## src/rtl/controle_jogada_if.sv

```systemverilog
// controle_jogada_if: move request, board RAM port and game status of the move controller
interface controle_jogada_if;
  logic       jogar;
  logic [3:0] macro_in;
  logic [3:0] micro_in;
  logic       ram_we;
  logic [1:0] ram_data;
  logic [3:0] ram_addr_macro;
  logic [3:0] ram_addr_micro;
  logic [1:0] ram_q;
  logic [1:0] ram_state;
  logic       pronto;
  logic       jogada_ok;
  logic       erro;
  logic [1:0] jogador_atual;
  logic [3:0] macro_obrigatoria;
  logic       fim_jogo;
  logic [1:0] vencedor;
  modport master (
    output jogar, macro_in, micro_in, ram_q, ram_state,
    input  ram_we, ram_data, ram_addr_macro, ram_addr_micro, pronto, jogada_ok, erro,
           jogador_atual, macro_obrigatoria, fim_jogo, vencedor
  );
  modport slave (
    input  jogar, macro_in, micro_in, ram_q, ram_state,
    output ram_we, ram_data, ram_addr_macro, ram_addr_micro, pronto, jogada_ok, erro,
           jogador_atual, macro_obrigatoria, fim_jogo, vencedor
  );
endinterface

```

## src/rtl/controle_jogada.sv

```systemverilog
// controle_jogada: validates and commits ultimate tic-tac-toe moves, tracks macro results and winner
module controle_jogada (
  input logic        clk,
  input logic        reset,
  controle_jogada_if.slave bus
);
  typedef enum logic [3:0] {IDLE, VALIDA, LEITURA, ESCRITA, ESPERA, AVALIA, ATUALIZA, ERRO, FIM} state_t;
  state_t           state_q;
  logic [3:0]       mac_q, mic_q, obr_q;
  logic [15:0][1:0] res_q;
  logic [1:0]       jog_q, venc_q;
  logic             pronto_q, ok_q, erro_q, we_q, fim_q;
  logic [1:0]       res_d, alvo_d;
  logic             invalido_d, p1_d, p2_d, cheio_d;

  // a line counts only for three equal player marks; a draw entry (11) never matches p
  function automatic logic linha(input logic [15:0][1:0] b, input logic [1:0] p);
    return (b[1] == p && b[2] == p && b[3] == p) || (b[4] == p && b[5] == p && b[6] == p) ||
           (b[7] == p && b[8] == p && b[9] == p) || (b[1] == p && b[4] == p && b[7] == p) ||
           (b[2] == p && b[5] == p && b[8] == p) || (b[3] == p && b[6] == p && b[9] == p) ||
           (b[1] == p && b[5] == p && b[9] == p) || (b[3] == p && b[5] == p && b[7] == p);
  endfunction

  assign invalido_d = mac_q == 4'd0 || mac_q > 4'd9 || mic_q == 4'd0 || mic_q > 4'd9 ||
                      (obr_q != 4'd0 && mac_q != obr_q) || res_q[mac_q] != 2'b00;
  assign res_d      = bus.ram_state != 2'b00 ? bus.ram_state : res_q[mac_q];
  assign alvo_d     = mic_q == mac_q ? res_d : res_q[mic_q];
  assign p1_d       = linha(res_q, 2'b01);
  assign p2_d       = linha(res_q, 2'b10);
  assign cheio_d    = res_q[1] != 2'b00 && res_q[2] != 2'b00 && res_q[3] != 2'b00 &&
                      res_q[4] != 2'b00 && res_q[5] != 2'b00 && res_q[6] != 2'b00 &&
                      res_q[7] != 2'b00 && res_q[8] != 2'b00 && res_q[9] != 2'b00;

  assign bus.ram_we            = we_q;
  assign bus.ram_data          = jog_q;
  assign bus.ram_addr_macro    = mac_q;
  assign bus.ram_addr_micro    = mic_q;
  assign bus.pronto            = pronto_q;
  assign bus.jogada_ok         = ok_q;
  assign bus.erro              = erro_q;
  assign bus.jogador_atual     = jog_q;
  assign bus.macro_obrigatoria = obr_q;
  assign bus.fim_jogo          = fim_q;
  assign bus.vencedor          = venc_q;

  // move FSM; status pulses appear the cycle after the state that produces them
  always_ff @(posedge clk) begin
    if (reset) begin
      state_q  <= IDLE;
      mac_q    <= '0;
      mic_q    <= '0;
      obr_q    <= '0;
      res_q    <= '0;
      jog_q    <= 2'b01;
      venc_q   <= 2'b00;
      pronto_q <= 1'b1;
      ok_q     <= 1'b0;
      erro_q   <= 1'b0;
      we_q     <= 1'b0;
      fim_q    <= 1'b0;
    end else begin
      we_q   <= 1'b0;
      ok_q   <= 1'b0;
      erro_q <= 1'b0;
      case (state_q)
        IDLE: if (bus.jogar) begin
          mac_q    <= bus.macro_in;
          mic_q    <= bus.micro_in;
          pronto_q <= 1'b0;
          state_q  <= VALIDA;
        end
        VALIDA:  state_q <= invalido_d ? ERRO : LEITURA;
        LEITURA: begin
          we_q    <= bus.ram_q == 2'b00;
          state_q <= bus.ram_q == 2'b00 ? ESCRITA : ERRO;
        end
        ESCRITA: state_q <= ESPERA;
        ESPERA:  state_q <= AVALIA;
        AVALIA: begin
          res_q[mac_q] <= res_d;
          obr_q        <= alvo_d == 2'b00 ? mic_q : 4'd0;
          jog_q        <= ~jog_q;
          ok_q         <= 1'b1;
          state_q      <= ATUALIZA;
        end
        ATUALIZA: begin
          venc_q   <= p1_d ? 2'b01 : p2_d ? 2'b10 : cheio_d ? 2'b11 : 2'b00;
          fim_q    <= p1_d || p2_d || cheio_d;
          pronto_q <= !(p1_d || p2_d || cheio_d);
          state_q  <= p1_d || p2_d || cheio_d ? FIM : IDLE;
        end
        ERRO: begin
          erro_q   <= 1'b1;
          pronto_q <= 1'b1;
          state_q  <= IDLE;
        end
        FIM:     state_q <= FIM;
        default: state_q <= IDLE;
      endcase
    end
  end
endmodule

```

## src/flat_wrapper.sv

```systemverilog
// flat-port wrapper written by rule: the top's interface ports become plain ports
module controle_jogada_flat 
  (clk, reset, bus_jogar, bus_macro_in, bus_micro_in, bus_ram_q, bus_ram_state, bus_ram_we, bus_ram_data, bus_ram_addr_macro, bus_ram_addr_micro, bus_pronto, bus_jogada_ok, bus_erro, bus_jogador_atual, bus_macro_obrigatoria, bus_fim_jogo, bus_vencedor);
  controle_jogada_if bus_i ();
  input logic clk;
  input logic reset;
  input wire logic [$bits(bus_i.jogar)-1:0] bus_jogar;
  input wire logic [$bits(bus_i.macro_in)-1:0] bus_macro_in;
  input wire logic [$bits(bus_i.micro_in)-1:0] bus_micro_in;
  input wire logic [$bits(bus_i.ram_q)-1:0] bus_ram_q;
  input wire logic [$bits(bus_i.ram_state)-1:0] bus_ram_state;
  output wire logic [$bits(bus_i.ram_we)-1:0] bus_ram_we;
  output wire logic [$bits(bus_i.ram_data)-1:0] bus_ram_data;
  output wire logic [$bits(bus_i.ram_addr_macro)-1:0] bus_ram_addr_macro;
  output wire logic [$bits(bus_i.ram_addr_micro)-1:0] bus_ram_addr_micro;
  output wire logic [$bits(bus_i.pronto)-1:0] bus_pronto;
  output wire logic [$bits(bus_i.jogada_ok)-1:0] bus_jogada_ok;
  output wire logic [$bits(bus_i.erro)-1:0] bus_erro;
  output wire logic [$bits(bus_i.jogador_atual)-1:0] bus_jogador_atual;
  output wire logic [$bits(bus_i.macro_obrigatoria)-1:0] bus_macro_obrigatoria;
  output wire logic [$bits(bus_i.fim_jogo)-1:0] bus_fim_jogo;
  output wire logic [$bits(bus_i.vencedor)-1:0] bus_vencedor;
  assign bus_i.jogar = bus_jogar;
  assign bus_i.macro_in = bus_macro_in;
  assign bus_i.micro_in = bus_micro_in;
  assign bus_i.ram_q = bus_ram_q;
  assign bus_i.ram_state = bus_ram_state;
  assign bus_ram_we = bus_i.ram_we;
  assign bus_ram_data = bus_i.ram_data;
  assign bus_ram_addr_macro = bus_i.ram_addr_macro;
  assign bus_ram_addr_micro = bus_i.ram_addr_micro;
  assign bus_pronto = bus_i.pronto;
  assign bus_jogada_ok = bus_i.jogada_ok;
  assign bus_erro = bus_i.erro;
  assign bus_jogador_atual = bus_i.jogador_atual;
  assign bus_macro_obrigatoria = bus_i.macro_obrigatoria;
  assign bus_fim_jogo = bus_i.fim_jogo;
  assign bus_vencedor = bus_i.vencedor;
  controle_jogada u_core (.clk(clk), .reset(reset), .bus(bus_i));
endmodule
```

## config.mk

```make
export PLATFORM = sky130hd
export DESIGN_NAME = controle_jogada_flat
export DESIGN_NICKNAME = d
export VERILOG_FILES = /design/src/rtl/controle_jogada_if.sv /design/src/rtl/controle_jogada.sv /design/src/flat_wrapper.sv
export SDC_FILE = /design/constraint.sdc
export NUM_CORES = 1
export LEC_CHECK = 0
export CAP_MARGIN = 10
export CORE_MARGIN = 3
export CORE_UTILIZATION = 50
export CTS_CLUSTER_DIAMETER = 200
export DETAILED_ROUTE_END_ITERATION = 12
export PLACE_DENSITY = 0.76
export SYNTH_ARGS = -nofsm -noshare
export SYNTH_HDL_FRONTEND = slang
export SYNTH_SLANG_ARGS = --single-unit
export TNS_END_PERCENT = 100
```

## constraint.sdc

```tcl
create_clock -name clk -period 1.9 [get_ports clk]
set_input_delay 0.38 -clock clk [delete_from_list [all_inputs] [get_ports clk]]
set_output_delay 0.38 -clock clk [all_outputs]
set_load 0.02 [all_outputs]
```

==> flow_summary_export.csv <==
group,metric,value,unit
clock_network,cts_tree,"yes",
power_and_ir_drop,cellLeakagePower,1.51,nW
sta,finalCritPeriodShare,111,%
floorplanning,core,6030,um^2
synthesis,synth_xor_area_share,2.77,%
synthesis,ys_seq_elements,57,
sta,clock_skew,0.00568,ns
synthesis,avgSynthCellArea,8.76,um^2
setup_path,critPathKind,"reg2reg",
setup_path,crit_buf_inv,0,
floorplanning,num_rows,28,
routing,postRouteAntennaNets,0,
sta,slew_violations,0,
sta,setup_slack,-0.206,ns
synthesis,yosys.area.top_type,"dfxtp_1",
synthesis,ys_types,50,
synthesis,synthTopCellsByCount,"77 x nor2_1, 57 x dfxtp_1, 37 x a211oi_1",
power_and_ir_drop,peakVddDrop,0.796,mV
placement,port_buffers,37,
synthesis,syn_area,3160,um^2
setup_path,path_cells,"mux4_2, mux2_4, a211oi_2, a21oi_2, o41ai_4, a32o_1",
synthesis,synth.area.top_cells,"dfxtp_1 36%, nor2_1 9.1%, a211oi_1 8.8%",
clock_network,postCtsHoldBufs,0,
routing,wl,9580,um
sta,rsz0062_at_grt,"yes",
setup_path,slowest_stage,"mux4_2",
synthesis,synth_top_cell_area_share,36.1,%
setup_path,worstPathRequired,2.18,ns
floorplanning,die_w,85.5,um
grt,antenna_found_initial,0,
placement,dp_hpwl,6640,um
flow_run,max_cap_viol_count,0,
placement,placedCellCount,505,
power_and_ir_drop,powerDensity,946,nW/um^2
clock_network,cts-root-buf,"clkbuf_8",
clock_network,htreeDepth,3,
synthesis,synth-simple-area-share,28.5,%
placement,dpl_cell_area,4030,um^2
worst_hold_path,hp-class,"in2reg",
grt,grt_pass1_vias,3234,
finish,multi_input_area,2060,um^2
setup_path,arrival,2.39,ns
placement,preCtsSetupSlack,-0.241,ns
routing,viasPerCell,6.10,
setup_path,crit_family,"compound AO/OA/AOI/OAI gates",
finish,fin_cells,524,
grt,gr-usage-met1,33.2,%
synthesis,synthMuxAreaShare,10.3,%
synthesis,yosysMostFrequentCell,"nor2_1",
synthesis,synthFlopType,"dfxtp_1",
clock_network,cts_buffer_depth,2,
sta,hold_violations,0,
synthesis,synth_edf_count,0,
grt,grt.total_usage,26.9,%
routing,dr.pass1.iters,4,
setup_path,end_kind,"register",
sta,tightest_slew,0.435,ns
setup_path,slowest_delay,0.50,ns
synthesis,synth_compound_gate_area_share,18.3,%
finish,layout-drive-gt1-share,29.4,%
finish,syn2layout_area_growth,37.4,%
floorplanning,die_area,7310,um^2
grt,busiest_layer,"met2",
outcome,violations,"setup timing",
grt,grt_max_degree,24,
finish,regArea,1150,um^2
clock_network,clkSlewWorstSetupHoldPaths,0.06,ns
finish,stdcell_area,4340,um^2
routing,first_iter_violations,213,
synthesis,yosysWarnings,0,
grt,overflow,0,
routing,drcViolationCount,0,
routing,vias,3199,
synthesis,synth_fp_nets,376,
sta,fin_crit,2.11,ns
outcome,outcome,"finished, violations left",
setup_path,crit_fanout,7,
sta,relSlewSlack,70.6,%
sta,finalSetupViolations,30,
clock_network,cts_buffers,9,
grt,gr-usage-met2,44.3,%
grt,use_met3,6.82,%
floorplanning,start_util,52.5,%
clock_network,numClockSinks,57,
floorplanning,dieHeight,85.5,um
routing,avgRoutedWirePerCell,18.3,um
placement,place.gp.congestion,0.927,
clock_network,clk_latency,0.34,ns
sta,clock.fmax,475,MHz
setup_path,start_kind,"register",
floorplanning,io_pins,38,
synthesis,syn_inst,361,
synthesis,synth_top_family_by_area,"simple AND/OR/NAND/NOR gates",
finish,nNetsFinal,460,
finish,num_antenna_cells,0,
synthesis,ys_seq_area_share,36.1,%
synthesis,synth_fa_ha_area_share,0,%
grt,grt_pass1_wl,15500,um
finish,fill_cells,441,
synthesis,async_flop_share,0,%
layout by cell type (no fill, tap or decap), drive strengths merged, types with 3 or more instances in the layout:
cell | synthesis | layout
and2 | 3 | 3
nand4 | 4 | 4
o41ai | 3 | 3
nor2b | 9 | 9
clkbuf | 15 | 13
buf | 10 | 62
a32o | 3 | 3
nand2b | 6 | 6
nand2 | 7 | 7
nand3 | 3 | 3
inv | 3 | 3
nor4 | 5 | 5
a211oi | 38 | 38
dfxtp | 57 | 57
o21ai | 9 | 9
dlygate4sd2 | 0 | 4
nor2 | 79 | 79
nor3 | 15 | 15
mux4 | 5 | 5
xnor2 | 10 | 10
a21oi | 9 | 9
nand3b | 6 | 6
mux2i | 18 | 18
nor4bb | 17 | 17
a22oi | 4 | 4
clkdlybuf4s50 | 0 | 30
nor3b | 3 | 3
per-stage QoR:
step                      hold slack (ns)  total power, mW  TNS, ns  utilization (%)
after floorplan                     0.458             2.42    -1.90                -
after global placement              0.456             2.93    -2.29             66.9
after detailed placement            0.459             2.96    -3.46             66.9
after CTS                           0.329             4.10    -2.24             71.9
after global routing                0.341             4.31    -5.09             72.1
final                               0.352             4.11    -2.04             72.1
path summary, 6_finish.rpt:
kind	slack, ns	depth (start not counted)	from	endpoint
min reg2reg	0.47	2	u_core.bus.vencedor[1]	u_core.bus.vencedor[1]
min	0.35	2	reset	u_core.bus.vencedor[1]
max	-0.21	6	u_core.bus.ram_addr_macro[1]	u_core.bus.macro_obrigatoria[1]
max reg2reg	-0.21	6	u_core.bus.ram_addr_macro[1]	u_core.bus.macro_obrigatoria[1]
power by group:
| group | total (mW) | switching [mW] | internal (mW) |
|---|---|---|---|
| clock network | 1.05 | 0.476 | 0.571 |
| logic | 1.63 | 0.858 | 0.775 |
| registers | 1.43 | 0.129 | 1.30 |
| total | 4.11 | 1.46 | 2.65 |
sequential cells by signal, summed over array words and instances (netlist names):
register                      flops
u_core.res_q                     32
u_core.bus.macro_obrigatoria      4
u_core.bus.ram_addr_macro         4
u_core.bus.ram_addr_micro         4
u_core.state_q                    4
u_core.bus.jogador_atual          2
u_core.bus.vencedor               2
u_core.bus.erro                   1
u_core.bus.fim_jogo               1
u_core.bus.jogada_ok              1
u_core.bus.pronto                 1
u_core.bus.ram_we                 1
area by class of cell:
class	instances	area share (%)
Multi-Input combinational cell	276	47.4
Sequential cell	57	26.5
Timing Repair Buffer	98	19.6
Clock buffer	13	3.89
Tap cell	75	2.16
Clock inverter	2	0.288
Inverter	3	0.259
metal layers:
metal  share of wire [%]  wire, um
met4                 3.3       318
met5                   0         0
met1                  42      3990
met2                  48      4630
met3                 6.7       638
kinds of logic after synthesis:
family | count (synthesis)
AOI/OAI and AO/OA | 77
xor gates and xnor gates | 10
muxes | 25
buffers and inverters | 28
DFF | 57
and+or+nand+nor | 164
repair_timing:
action	4_1_cts	5_1_grt
cloned	1	0
setup endpoints to repair	45	45
gates resized for setup	22	15
buffers inserted	7	1
pin swaps	9	8
worst register-to-register path, cell delays in order, from the launching register on:
cell and delay, ns:
dfxtp_4 0.40, mux4_2 0.50, mux2_4 0.28, a211oi_2 0.18
a21oi_2 0.09, o41ai_4 0.38, a32o_1 0.22
No activity file was read; power rests on OpenSTA's default activity.
